[src/rtl/l2_cache_dir_pkg.sv]
// Shared L2 pipeline definitions: address field widths, request opcodes,
// requesting unit IDs, the request packet, and a way-tag extraction helper.
package l2_cache_dir_pkg;

  localparam int unsigned L2_NUM_CORES       = 4;
  localparam int unsigned CORE_INDEX_WIDTH   = 2;
  localparam int unsigned CACHE_LINE_BITS    = 512;
  localparam int unsigned L2_ADDR_WIDTH      = 26;  // cache-line address
  localparam int unsigned L2_SET_INDEX_WIDTH = 8;
  localparam int unsigned L2_TAG_WIDTH       = L2_ADDR_WIDTH - L2_SET_INDEX_WIDTH;
  localparam int unsigned L1_SET_INDEX_WIDTH = 6;
  localparam int unsigned L1_TAG_WIDTH       = L2_ADDR_WIDTH - L1_SET_INDEX_WIDTH;
  localparam int unsigned L2_WAYS            = 4;

  typedef enum logic [2:0] {
    L2REQ_LOAD        = 3'd0,
    L2REQ_STORE       = 3'd1,
    L2REQ_FLUSH       = 3'd2,
    L2REQ_DINVALIDATE = 3'd3,
    L2REQ_IINVALIDATE = 3'd4,
    L2REQ_STORE_SYNC  = 3'd5,
    L2REQ_LOAD_SYNC   = 3'd6
  } l2req_op_t;

  typedef enum logic [1:0] {
    L2REQ_UNIT_ICACHE = 2'd0,
    L2REQ_UNIT_DCACHE = 2'd1,
    L2REQ_UNIT_STBUF  = 2'd2
  } l2req_unit_t;

  typedef struct packed {
    logic                        valid;
    logic [CORE_INDEX_WIDTH-1:0] core;
    l2req_unit_t                 unit;
    l2req_op_t                   op;
    logic [1:0]                  way;      // L1 way for directory updates
    logic [L2_ADDR_WIDTH-1:0]    address;
  } l2req_packet_t;

  function automatic logic [L2_TAG_WIDTH-1:0] get_way_tag(
    input logic [L2_TAG_WIDTH*L2_WAYS-1:0] tags,
    input logic [1:0]                      way
  );
    return tags[way*L2_TAG_WIDTH +: L2_TAG_WIDTH];
  endfunction

endpackage

[src/rtl/l2_cache_dir_if.sv]
// Directory writeback bus from the L2 dir stage back to the tag stage:
// L2 tag/valid write, dirty-bit write, L1 directory write and LRU hit way.
// master: dir stage (drives), slave: tag stage (consumes).
interface l2_cache_dir_if;
  import l2_cache_dir_pkg::*;

  logic                          dir_update_tag_enable;
  logic                          dir_update_tag_valid;
  logic [L2_TAG_WIDTH-1:0]       dir_update_tag_tag;
  logic [L2_SET_INDEX_WIDTH-1:0] dir_update_tag_set;
  logic [1:0]                    dir_update_tag_way;
  logic [L2_SET_INDEX_WIDTH-1:0] dir_update_dirty_set;
  logic                          dir_new_dirty;
  logic [L2_WAYS-1:0]            dir_update_dirty;
  logic                          dir_update_directory;
  logic                          dir_update_dir_valid;
  logic [CORE_INDEX_WIDTH-1:0]   dir_update_dir_core;
  logic [1:0]                    dir_update_dir_way;
  logic [L1_TAG_WIDTH-1:0]       dir_update_dir_tag;
  logic [L1_SET_INDEX_WIDTH-1:0] dir_update_dir_set;
  logic [1:0]                    dir_hit_l2_way;

  modport master (
    output dir_update_tag_enable, dir_update_tag_valid, dir_update_tag_tag,
           dir_update_tag_set, dir_update_tag_way, dir_update_dirty_set,
           dir_new_dirty, dir_update_dirty, dir_update_directory,
           dir_update_dir_valid, dir_update_dir_core, dir_update_dir_way,
           dir_update_dir_tag, dir_update_dir_set, dir_hit_l2_way
  );

  modport slave (
    input dir_update_tag_enable, dir_update_tag_valid, dir_update_tag_tag,
          dir_update_tag_set, dir_update_tag_way, dir_update_dirty_set,
          dir_new_dirty, dir_update_dirty, dir_update_directory,
          dir_update_dir_valid, dir_update_dir_core, dir_update_dir_way,
          dir_update_dir_tag, dir_update_dir_set, dir_hit_l2_way
  );
endinterface

[src/rtl/l2_way_hit_encoder.sv]
// Per-way tag compare and hit encoding.
// Ports: way_tags (way0 at LSBs), way_valid, req_tag in;
//        hit_oh (one-hot hit per way), hit_way (encoded, 0 on no hit) out.
module l2_way_hit_encoder
  import l2_cache_dir_pkg::*;
#(
  parameter int unsigned NUM_WAYS = 4
) (
  input  logic [L2_TAG_WIDTH*NUM_WAYS-1:0] way_tags,
  input  logic [NUM_WAYS-1:0]              way_valid,
  input  logic [L2_TAG_WIDTH-1:0]          req_tag,
  output logic [NUM_WAYS-1:0]              hit_oh,
  output logic [1:0]                       hit_way
);

  always_comb begin
    hit_oh  = '0;
    hit_way = '0;
    for (int unsigned w = 0; w < NUM_WAYS; w++) begin
      hit_oh[w] = way_valid[w] && (way_tags[w*L2_TAG_WIDTH +: L2_TAG_WIDTH] == req_tag);
      if (hit_oh[w]) hit_way = w[1:0];
    end
  end

endmodule

[src/rtl/l2_cache_dir.sv]
// L2 directory stage: resolves hit/miss against the 4 way tags, drives the
// same-cycle directory writeback bus to the tag stage, and registers the
// request plus hit/writeback status for the read/writeback stage.
// Ports: clk, reset (async, active-high); tag_* inputs from the tag stage;
//        dir_if (master) combinational updates; dir_* registered outputs;
//        pc_event_hit/miss combinational event pulses.
module l2_cache_dir
  import l2_cache_dir_pkg::*;
#(
  parameter int unsigned NUM_WAYS  = 4,   // fixed: way indices are 2 bits
  parameter int unsigned NUM_CORES = L2_NUM_CORES
) (
  input  logic                          clk,
  input  logic                          reset,
  input  l2req_packet_t                 tag_l2req_packet,
  input  logic                          tag_is_l2_fill,
  input  logic [CACHE_LINE_BITS-1:0]    tag_data_from_memory,
  input  logic [1:0]                    tag_miss_fill_l2_way,
  input  logic [L2_TAG_WIDTH*NUM_WAYS-1:0] tag_l2_tag,
  input  logic [NUM_WAYS-1:0]           tag_l2_valid,
  input  logic [NUM_WAYS-1:0]           tag_l2_dirty,
  input  logic [NUM_CORES-1:0]          tag_l1_has_line,
  input  logic [NUM_CORES*2-1:0]        tag_l1_way,
  l2_cache_dir_if.master                dir_if,
  output l2req_packet_t                 dir_l2req_packet,
  output logic                          dir_is_l2_fill,
  output logic                          dir_cache_hit,
  output logic                          dir_needs_writeback,
  output logic [1:0]                    dir_hit_l2_way_q,
  output logic [L2_TAG_WIDTH-1:0]       dir_old_l2_tag,
  output logic [CACHE_LINE_BITS-1:0]    dir_data_from_memory,
  output logic [NUM_CORES-1:0]          dir_l1_has_line,
  output logic [NUM_CORES*2-1:0]        dir_l1_way,
  output logic                          pc_event_hit,
  output logic                          pc_event_miss
);

  logic [L2_SET_INDEX_WIDTH-1:0] req_set;
  logic [L2_TAG_WIDTH-1:0]       req_tag;
  logic [L1_SET_INDEX_WIDTH-1:0] l1_set;
  logic [L1_TAG_WIDTH-1:0]       l1_tag;
  logic [NUM_WAYS-1:0]           hit_oh;
  logic [1:0]                    hit_way_enc;
  logic                          any_hit;
  logic                          fill;
  logic                          cache_hit;
  logic [1:0]                    way_in_use;
  logic                          needs_wb_d;

  l2req_packet_t                 pkt_q;
  logic                          fill_q, hit_q, needs_wb_q;
  logic [1:0]                    way_q;
  logic [L2_TAG_WIDTH-1:0]       old_tag_q;
  logic [CACHE_LINE_BITS-1:0]    data_q;
  logic [NUM_CORES-1:0]          l1_has_line_q;
  logic [NUM_CORES*2-1:0]        l1_way_q;

  assign req_set = tag_l2req_packet.address[L2_SET_INDEX_WIDTH-1:0];
  assign req_tag = tag_l2req_packet.address[L2_SET_INDEX_WIDTH +: L2_TAG_WIDTH];
  assign l1_set  = tag_l2req_packet.address[L1_SET_INDEX_WIDTH-1:0];
  assign l1_tag  = tag_l2req_packet.address[L1_SET_INDEX_WIDTH +: L1_TAG_WIDTH];

  l2_way_hit_encoder #(.NUM_WAYS(NUM_WAYS)) u_hit_enc (
    .way_tags  (tag_l2_tag),
    .way_valid (tag_l2_valid),
    .req_tag   (req_tag),
    .hit_oh    (hit_oh),
    .hit_way   (hit_way_enc)
  );

  assign any_hit    = |hit_oh;
  assign fill       = tag_l2req_packet.valid && tag_is_l2_fill;
  assign cache_hit  = tag_l2req_packet.valid && any_hit && !tag_is_l2_fill;
  // A fill always lands in the LRU victim; otherwise the hit way is in use.
  assign way_in_use = tag_is_l2_fill ? tag_miss_fill_l2_way : hit_way_enc;

  assign pc_event_hit  = cache_hit;
  assign pc_event_miss = tag_l2req_packet.valid && !any_hit && !tag_is_l2_fill;

  always_comb begin
    dir_if.dir_update_tag_enable = 1'b0;
    dir_if.dir_update_tag_valid  = 1'b0;
    dir_if.dir_update_tag_tag    = '0;
    dir_if.dir_update_tag_set    = '0;
    dir_if.dir_update_tag_way    = '0;
    dir_if.dir_update_dirty_set  = '0;
    dir_if.dir_new_dirty         = 1'b0;
    dir_if.dir_update_dirty      = '0;
    dir_if.dir_update_directory  = 1'b0;
    dir_if.dir_update_dir_valid  = 1'b0;
    dir_if.dir_update_dir_core   = '0;
    dir_if.dir_update_dir_way    = '0;
    dir_if.dir_update_dir_tag    = '0;
    dir_if.dir_update_dir_set    = '0;
    dir_if.dir_hit_l2_way        = '0;
    needs_wb_d                   = 1'b0;

    if (tag_l2req_packet.valid) begin
      dir_if.dir_update_tag_tag   = req_tag;
      dir_if.dir_update_tag_set   = req_set;
      dir_if.dir_update_tag_way   = way_in_use;
      dir_if.dir_update_dirty_set = req_set;
      dir_if.dir_update_dir_core  = tag_l2req_packet.core;
      dir_if.dir_update_dir_way   = tag_l2req_packet.way;
      dir_if.dir_update_dir_tag   = l1_tag;
      dir_if.dir_update_dir_set   = l1_set;
      if (cache_hit) dir_if.dir_hit_l2_way = hit_way_enc;

      if (fill) begin
        dir_if.dir_update_tag_enable = 1'b1;
        dir_if.dir_update_tag_valid  = 1'b1;
        needs_wb_d = tag_l2_valid[tag_miss_fill_l2_way] && tag_l2_dirty[tag_miss_fill_l2_way];
      end

      case (tag_l2req_packet.op)
        L2REQ_STORE, L2REQ_STORE_SYNC: begin
          if (cache_hit || fill) begin
            dir_if.dir_update_dirty[way_in_use] = 1'b1;
            dir_if.dir_new_dirty                = 1'b1;
          end
        end
        L2REQ_LOAD: begin
          // Freshly filled line starts clean.
          if (fill) dir_if.dir_update_dirty[way_in_use] = 1'b1;
          if ((cache_hit || fill) && tag_l2req_packet.unit == L2REQ_UNIT_DCACHE) begin
            dir_if.dir_update_directory = 1'b1;
            dir_if.dir_update_dir_valid = 1'b1;
          end
        end
        L2REQ_FLUSH: begin
          if (cache_hit) begin
            dir_if.dir_update_dirty[hit_way_enc] = 1'b1;
            needs_wb_d = tag_l2_dirty[hit_way_enc];
          end
        end
        L2REQ_DINVALIDATE: begin
          if (cache_hit) begin
            dir_if.dir_update_tag_enable = 1'b1;
            needs_wb_d = tag_l2_dirty[hit_way_enc];
          end
          // Invalidate the core's L1 copy at the way the directory recorded.
          if (!tag_is_l2_fill && tag_l1_has_line[tag_l2req_packet.core]) begin
            dir_if.dir_update_directory = 1'b1;
            dir_if.dir_update_dir_way   = tag_l1_way[tag_l2req_packet.core*2 +: 2];
          end
        end
        default: ;
      endcase
    end
  end

  always_ff @(posedge clk or posedge reset) begin
    if (reset) begin
      pkt_q         <= '0;
      fill_q        <= 1'b0;
      hit_q         <= 1'b0;
      needs_wb_q    <= 1'b0;
      way_q         <= '0;
      old_tag_q     <= '0;
      data_q        <= '0;
      l1_has_line_q <= '0;
      l1_way_q      <= '0;
    end else begin
      pkt_q         <= tag_l2req_packet;
      fill_q        <= fill;
      hit_q         <= cache_hit;
      needs_wb_q    <= needs_wb_d;
      way_q         <= way_in_use;
      old_tag_q     <= get_way_tag(tag_l2_tag, way_in_use);
      data_q        <= tag_data_from_memory;
      l1_has_line_q <= tag_l1_has_line;
      l1_way_q      <= tag_l1_way;
    end
  end

  assign dir_l2req_packet     = pkt_q;
  assign dir_is_l2_fill       = fill_q;
  assign dir_cache_hit        = hit_q;
  assign dir_needs_writeback  = needs_wb_q;
  assign dir_hit_l2_way_q     = way_q;
  assign dir_old_l2_tag       = old_tag_q;
  assign dir_data_from_memory = data_q;
  assign dir_l1_has_line      = l1_has_line_q;
  assign dir_l1_way           = l1_way_q;

  hit_onehot_a: assert property (@(posedge clk) disable iff (reset)
    tag_l2req_packet.valid |-> $onehot0(hit_oh));

endmodule
[src/flat_wrapper.sv]
// flat-port wrapper written by rule: the top's interface ports become plain ports
module l2_cache_dir_flat import l2_cache_dir_pkg::*;
#(
  parameter int unsigned NUM_WAYS  = 4,                                   
  parameter int unsigned NUM_CORES = L2_NUM_CORES
)
  (clk, reset, tag_l2req_packet, tag_is_l2_fill, tag_data_from_memory, tag_miss_fill_l2_way, tag_l2_tag, tag_l2_valid, tag_l2_dirty, tag_l1_has_line, tag_l1_way, dir_l2req_packet, dir_is_l2_fill, dir_cache_hit, dir_needs_writeback, dir_hit_l2_way_q, dir_old_l2_tag, dir_data_from_memory, dir_l1_has_line, dir_l1_way, pc_event_hit, pc_event_miss, dir_if_dir_update_tag_enable, dir_if_dir_update_tag_valid, dir_if_dir_update_tag_tag, dir_if_dir_update_tag_set, dir_if_dir_update_tag_way, dir_if_dir_update_dirty_set, dir_if_dir_new_dirty, dir_if_dir_update_dirty, dir_if_dir_update_directory, dir_if_dir_update_dir_valid, dir_if_dir_update_dir_core, dir_if_dir_update_dir_way, dir_if_dir_update_dir_tag, dir_if_dir_update_dir_set, dir_if_dir_hit_l2_way);
  l2_cache_dir_if dir_if_i ();
  input  logic clk;
  input  logic reset;
  input  l2req_packet_t tag_l2req_packet;
  input  logic tag_is_l2_fill;
  input  logic [CACHE_LINE_BITS-1:0] tag_data_from_memory;
  input  logic [1:0] tag_miss_fill_l2_way;
  input  logic [L2_TAG_WIDTH*NUM_WAYS-1:0] tag_l2_tag;
  input  logic [NUM_WAYS-1:0] tag_l2_valid;
  input  logic [NUM_WAYS-1:0] tag_l2_dirty;
  input  logic [NUM_CORES-1:0] tag_l1_has_line;
  input  logic [NUM_CORES*2-1:0] tag_l1_way;
  output l2req_packet_t dir_l2req_packet;
  output logic dir_is_l2_fill;
  output logic dir_cache_hit;
  output logic dir_needs_writeback;
  output logic [1:0] dir_hit_l2_way_q;
  output logic [L2_TAG_WIDTH-1:0] dir_old_l2_tag;
  output logic [CACHE_LINE_BITS-1:0] dir_data_from_memory;
  output logic [NUM_CORES-1:0] dir_l1_has_line;
  output logic [NUM_CORES*2-1:0] dir_l1_way;
  output logic pc_event_hit;
  output logic pc_event_miss;
  output wire logic [$bits(dir_if_i.dir_update_tag_enable)-1:0] dir_if_dir_update_tag_enable;
  output wire logic [$bits(dir_if_i.dir_update_tag_valid)-1:0] dir_if_dir_update_tag_valid;
  output wire logic [$bits(dir_if_i.dir_update_tag_tag)-1:0] dir_if_dir_update_tag_tag;
  output wire logic [$bits(dir_if_i.dir_update_tag_set)-1:0] dir_if_dir_update_tag_set;
  output wire logic [$bits(dir_if_i.dir_update_tag_way)-1:0] dir_if_dir_update_tag_way;
  output wire logic [$bits(dir_if_i.dir_update_dirty_set)-1:0] dir_if_dir_update_dirty_set;
  output wire logic [$bits(dir_if_i.dir_new_dirty)-1:0] dir_if_dir_new_dirty;
  output wire logic [$bits(dir_if_i.dir_update_dirty)-1:0] dir_if_dir_update_dirty;
  output wire logic [$bits(dir_if_i.dir_update_directory)-1:0] dir_if_dir_update_directory;
  output wire logic [$bits(dir_if_i.dir_update_dir_valid)-1:0] dir_if_dir_update_dir_valid;
  output wire logic [$bits(dir_if_i.dir_update_dir_core)-1:0] dir_if_dir_update_dir_core;
  output wire logic [$bits(dir_if_i.dir_update_dir_way)-1:0] dir_if_dir_update_dir_way;
  output wire logic [$bits(dir_if_i.dir_update_dir_tag)-1:0] dir_if_dir_update_dir_tag;
  output wire logic [$bits(dir_if_i.dir_update_dir_set)-1:0] dir_if_dir_update_dir_set;
  output wire logic [$bits(dir_if_i.dir_hit_l2_way)-1:0] dir_if_dir_hit_l2_way;
  assign dir_if_dir_update_tag_enable = dir_if_i.dir_update_tag_enable;
  assign dir_if_dir_update_tag_valid = dir_if_i.dir_update_tag_valid;
  assign dir_if_dir_update_tag_tag = dir_if_i.dir_update_tag_tag;
  assign dir_if_dir_update_tag_set = dir_if_i.dir_update_tag_set;
  assign dir_if_dir_update_tag_way = dir_if_i.dir_update_tag_way;
  assign dir_if_dir_update_dirty_set = dir_if_i.dir_update_dirty_set;
  assign dir_if_dir_new_dirty = dir_if_i.dir_new_dirty;
  assign dir_if_dir_update_dirty = dir_if_i.dir_update_dirty;
  assign dir_if_dir_update_directory = dir_if_i.dir_update_directory;
  assign dir_if_dir_update_dir_valid = dir_if_i.dir_update_dir_valid;
  assign dir_if_dir_update_dir_core = dir_if_i.dir_update_dir_core;
  assign dir_if_dir_update_dir_way = dir_if_i.dir_update_dir_way;
  assign dir_if_dir_update_dir_tag = dir_if_i.dir_update_dir_tag;
  assign dir_if_dir_update_dir_set = dir_if_i.dir_update_dir_set;
  assign dir_if_dir_hit_l2_way = dir_if_i.dir_hit_l2_way;
  l2_cache_dir #(.NUM_WAYS(NUM_WAYS), .NUM_CORES(NUM_CORES)) u_core (.clk(clk), .reset(reset), .tag_l2req_packet(tag_l2req_packet), .tag_is_l2_fill(tag_is_l2_fill), .tag_data_from_memory(tag_data_from_memory), .tag_miss_fill_l2_way(tag_miss_fill_l2_way), .tag_l2_tag(tag_l2_tag), .tag_l2_valid(tag_l2_valid), .tag_l2_dirty(tag_l2_dirty), .tag_l1_has_line(tag_l1_has_line), .tag_l1_way(tag_l1_way), .dir_if(dir_if_i), .dir_l2req_packet(dir_l2req_packet), .dir_is_l2_fill(dir_is_l2_fill), .dir_cache_hit(dir_cache_hit), .dir_needs_writeback(dir_needs_writeback), .dir_hit_l2_way_q(dir_hit_l2_way_q), .dir_old_l2_tag(dir_old_l2_tag), .dir_data_from_memory(dir_data_from_memory), .dir_l1_has_line(dir_l1_has_line), .dir_l1_way(dir_l1_way), .pc_event_hit(pc_event_hit), .pc_event_miss(pc_event_miss));
endmodule
[config.mk]
export PLATFORM = sky130hd
export DESIGN_NAME = l2_cache_dir_flat
export DESIGN_NICKNAME = d
export VERILOG_FILES = /design/src/rtl/l2_cache_dir_pkg.sv /design/src/rtl/l2_cache_dir_if.sv /design/src/rtl/l2_way_hit_encoder.sv /design/src/rtl/l2_cache_dir.sv /design/src/flat_wrapper.sv
export SDC_FILE = /design/constraint.sdc
export NUM_CORES = 1
export LEC_CHECK = 0
export BUFFER_PORTS_ARGS = -buffer_cell sky130_fd_sc_hd__buf_4
export CAP_MARGIN = 10
export CORE_AREA = 8 8 496 498
export DETAILED_ROUTE_END_ITERATION = 6
export DIE_AREA = 0 0 504 506
export HOLD_SLACK_MARGIN = 0.06
export PLACE_DENSITY_LB_ADDON = 0.25
export SKIP_LAST_GASP = 1
export SYNTH_ARGS = -nofsm -noshare
export SYNTH_HDL_FRONTEND = slang
export SYNTH_HIERARCHICAL = 1
export SYNTH_SLANG_ARGS = --single-unit
[constraint.sdc]
create_clock -name clk -period 59.7 [get_ports clk]
set_input_delay 8.955 -clock clk [delete_from_list [all_inputs] [get_ports clk]]
set_output_delay 8.955 -clock clk [all_outputs]
set_load 0.05 [all_outputs]
==> flow_summary.toml <==
[run_status]
status = "finished clean"

[route]
routed_via_density = 2.60
drt_iter0_markers = 789
wl_met1_um = 56200
route.detailed.drc = 0
first_pass_iters = 4
wl_met3_um = 26100
ant_nets = 0
wl_per_cell_um = 31.8
top_layer = "met5"
routed_wl_um = 177000
wl_met2_um = 89700
num_vias = 14500

[power_and_ir_drop]
power_mw = 1.19
ir_drop_mv = 0.0192
seq_power_share_pct = 35.7
p_per_area_nw_per_um2 = 35.4
p_int_uw = 820
power_switching_uw = 368
p_leak_nw = 15.4
switching_share_pct = 31.0
clkPwrFrac_pct = 47.0
combPwrFrac_pct = 17.3

[clock_tree]
h-tree-depth = 3
cts.sinks = 583
cts-resized-gates = 0
cts_tree = "done"
post_cts_buffers = 0
root_buffer = "clkbuf_16"
holdBufCountCts = 0
clk_pin_slew_ps = 50
cts_buffers = 85
cts.path.max_buffers = 3

[placement]
globalplace.congestion = 0.843
portBuffers = 1306
hpwl_um = 157000
placed_cells = 5386
preCtsSetupSlack_ps = 37540

[job]
max_cap_violations = 0

[layout]
syn_to_final_growth_pct = 99.1
fill_cells = 26900
final_common_cell = "buf_4"
fin_util_pct = 14.1
final_cell_mix = "buf_4, dfrtp_1, clkbuf_16, nand2_1, xnor2_1"
drive_gt1_share_pct = 62.9
nets = 2933
final_cells = 5571

[critical_path]
cp.required_ps = 50750
cp.arrival_ps = 13120
crit_buf_inv = 5
crit_path_top_delay_cell = "nor4_1"
cp-end-kind = "output pin"
cp_max_fo = 22
cp-start-kind = "primary input"
max_stage_delay_ps = 950
worst_path_most_repeated_cell = "buf_4"
path_cells = "buf_4 > xor2_1 > nor4_1 > nand4_1 > o41ai_2 > inv_1 > o21a_1 > buf_4 > inv_1 > a32o_1 > buf_4"
critPathTopFamily = "compound AO/OA/AOI/OAI gates"
path_class = "in2out"

[floorplanning]
fp-row-count = 180
core_area_sq_um = 239000
io_pins = 1307
start_util_pct = 7.06
chipWidth_um = 504
dieArea_sq_um = 255000
die_h_um = 506

[sta]
min_period_over_period_pct = 37.0
slew_headroom_pct = 24.2
fin_tns_setup_ps = 0
setup_viol = 0
finalCriticalPeriod_ps = 22080
hold_viol = 0
rsz0062_at_grt = "no"
setup_ws_ps = 37620
worst_pin_slew_ps = 1130
slew_violations = 0
clock.fmax_ghz = 0.0453

[global_routing]
antenna_found_initial = 223
grt_pass1_wl_um = 215000
grtUsageTotal_pct = 13.4
grt_pass1_vias = 16000
overflow = 0
grt_max_degree = 96

[logic_synthesis]
yosys_warnings = 6
syn_area_sq_um = 16900
synth_top_area_cell = "dfrtp_1"
synth_cell_types = 37
postSynth.asyncResetShare_pct = 100
syn_nets = 1579
synth_edf_count = 0
syn_avg_cell_area_sq_um = 18.1
synth_top_area_share_pct = 86.5
synth_cells = 934
seq_area_frac_synth_pct = 86.5
ys_ff_latch = 583
synth_flop_cell = "dfrtp_1"
synth_area_leaders = "dfrtp_1, xnor2_1, nand2_1"

[hold_path]
hp-class = "in2async"
logic make-up after synthesis:
kind of cell	share of synthesized area, %
flops	86.5
xor+xnor	3.74
simple gates	5.34
buf+inv	2.26
compound gates	1.54
mux	0.616
synth_stat cells, types with 6 or more instances:
library cell,count
clkbuf_1,8
nand3_1,6
buf_2,8
xor2_1,25
dfrtp_1,583
nand2_1,80
and3_1,20
nand4_1,12
and2_1,31
nor4_1,7
xnor2_1,47
inv_1,8
buf_4,34
a31oi_1,19
nor2_1,8
layout make-up:
type	instances	area [sq um]	share of cell area (%)
sequential	583	14600	43.5
timing repair buffer	1319	9900	29.5
tap	3185	3990	11.9
clock buffer	109	2400	7.14
multi-input combinational	290	1910	5.69
clock inverter	43	663	1.98
antenna	33	82.6	0.246
inverter	9	41.3	0.123
worst max-delay path by stage:
stage               cells after the start                  from                          to
floorplan                               1                 reset        u_core/dir_cache_hit
global route                           11  tag_l2req_packet[23]  dir_if_dir_update_dirty[1]
finish                                 11  tag_l2req_packet[23]  dir_if_dir_update_dirty[1]
detailed placement                     11  tag_l2req_packet[23]  dir_if_dir_update_dirty[1]
CTS                                    11  tag_l2req_packet[23]  dir_if_dir_update_dirty[1]
global placement                       11  tag_l2req_packet[23]  dir_if_dir_update_dirty[1]
flip-flops by register name, summed over array words and instances (netlist names):
register,flops
u_core/dir_needs_writeback,1
u_core/dir_hit_l2_way_q,2
u_core/dir_old_l2_tag,18
u_core/dir_data_from_memory,512
u_core/dir_l1_has_line,4
u_core/dir_l1_way,8
u_core/dir_cache_hit,1
u_core/dir_is_l2_fill,1
u_core/dir_l2req_packet,36
stage by stage:
step | cell area [sq um] | hold WS [ps]
final | 33600 | 8300
after global routing | 33500 | 8230
after CTS | 33500 | 8200
after detailed placement | 30400 | 9070
after global placement | 30400 | 9060
after floorplan | 16900 | 8990
power groups by stage:
stage          clock [mW]  combinational, mW  sequential (mW)
2_1_floorplan           0             0.0264            0.504
3_3_place_gp            0              0.213            0.431
3_5_place_dp            0              0.213            0.431
4_1_cts             0.592              0.213            0.424
5_1_grt             0.601              0.216            0.426
6_report            0.558              0.206            0.424
layer usage:
metal	track usage, %	vias to the layer above
met5	0	-
met4	2.07	134
met3	9.58	434
met2	24.5	1161
met1	12.3	6978
li1	-	5756
(Power assumes the default switching activity.)
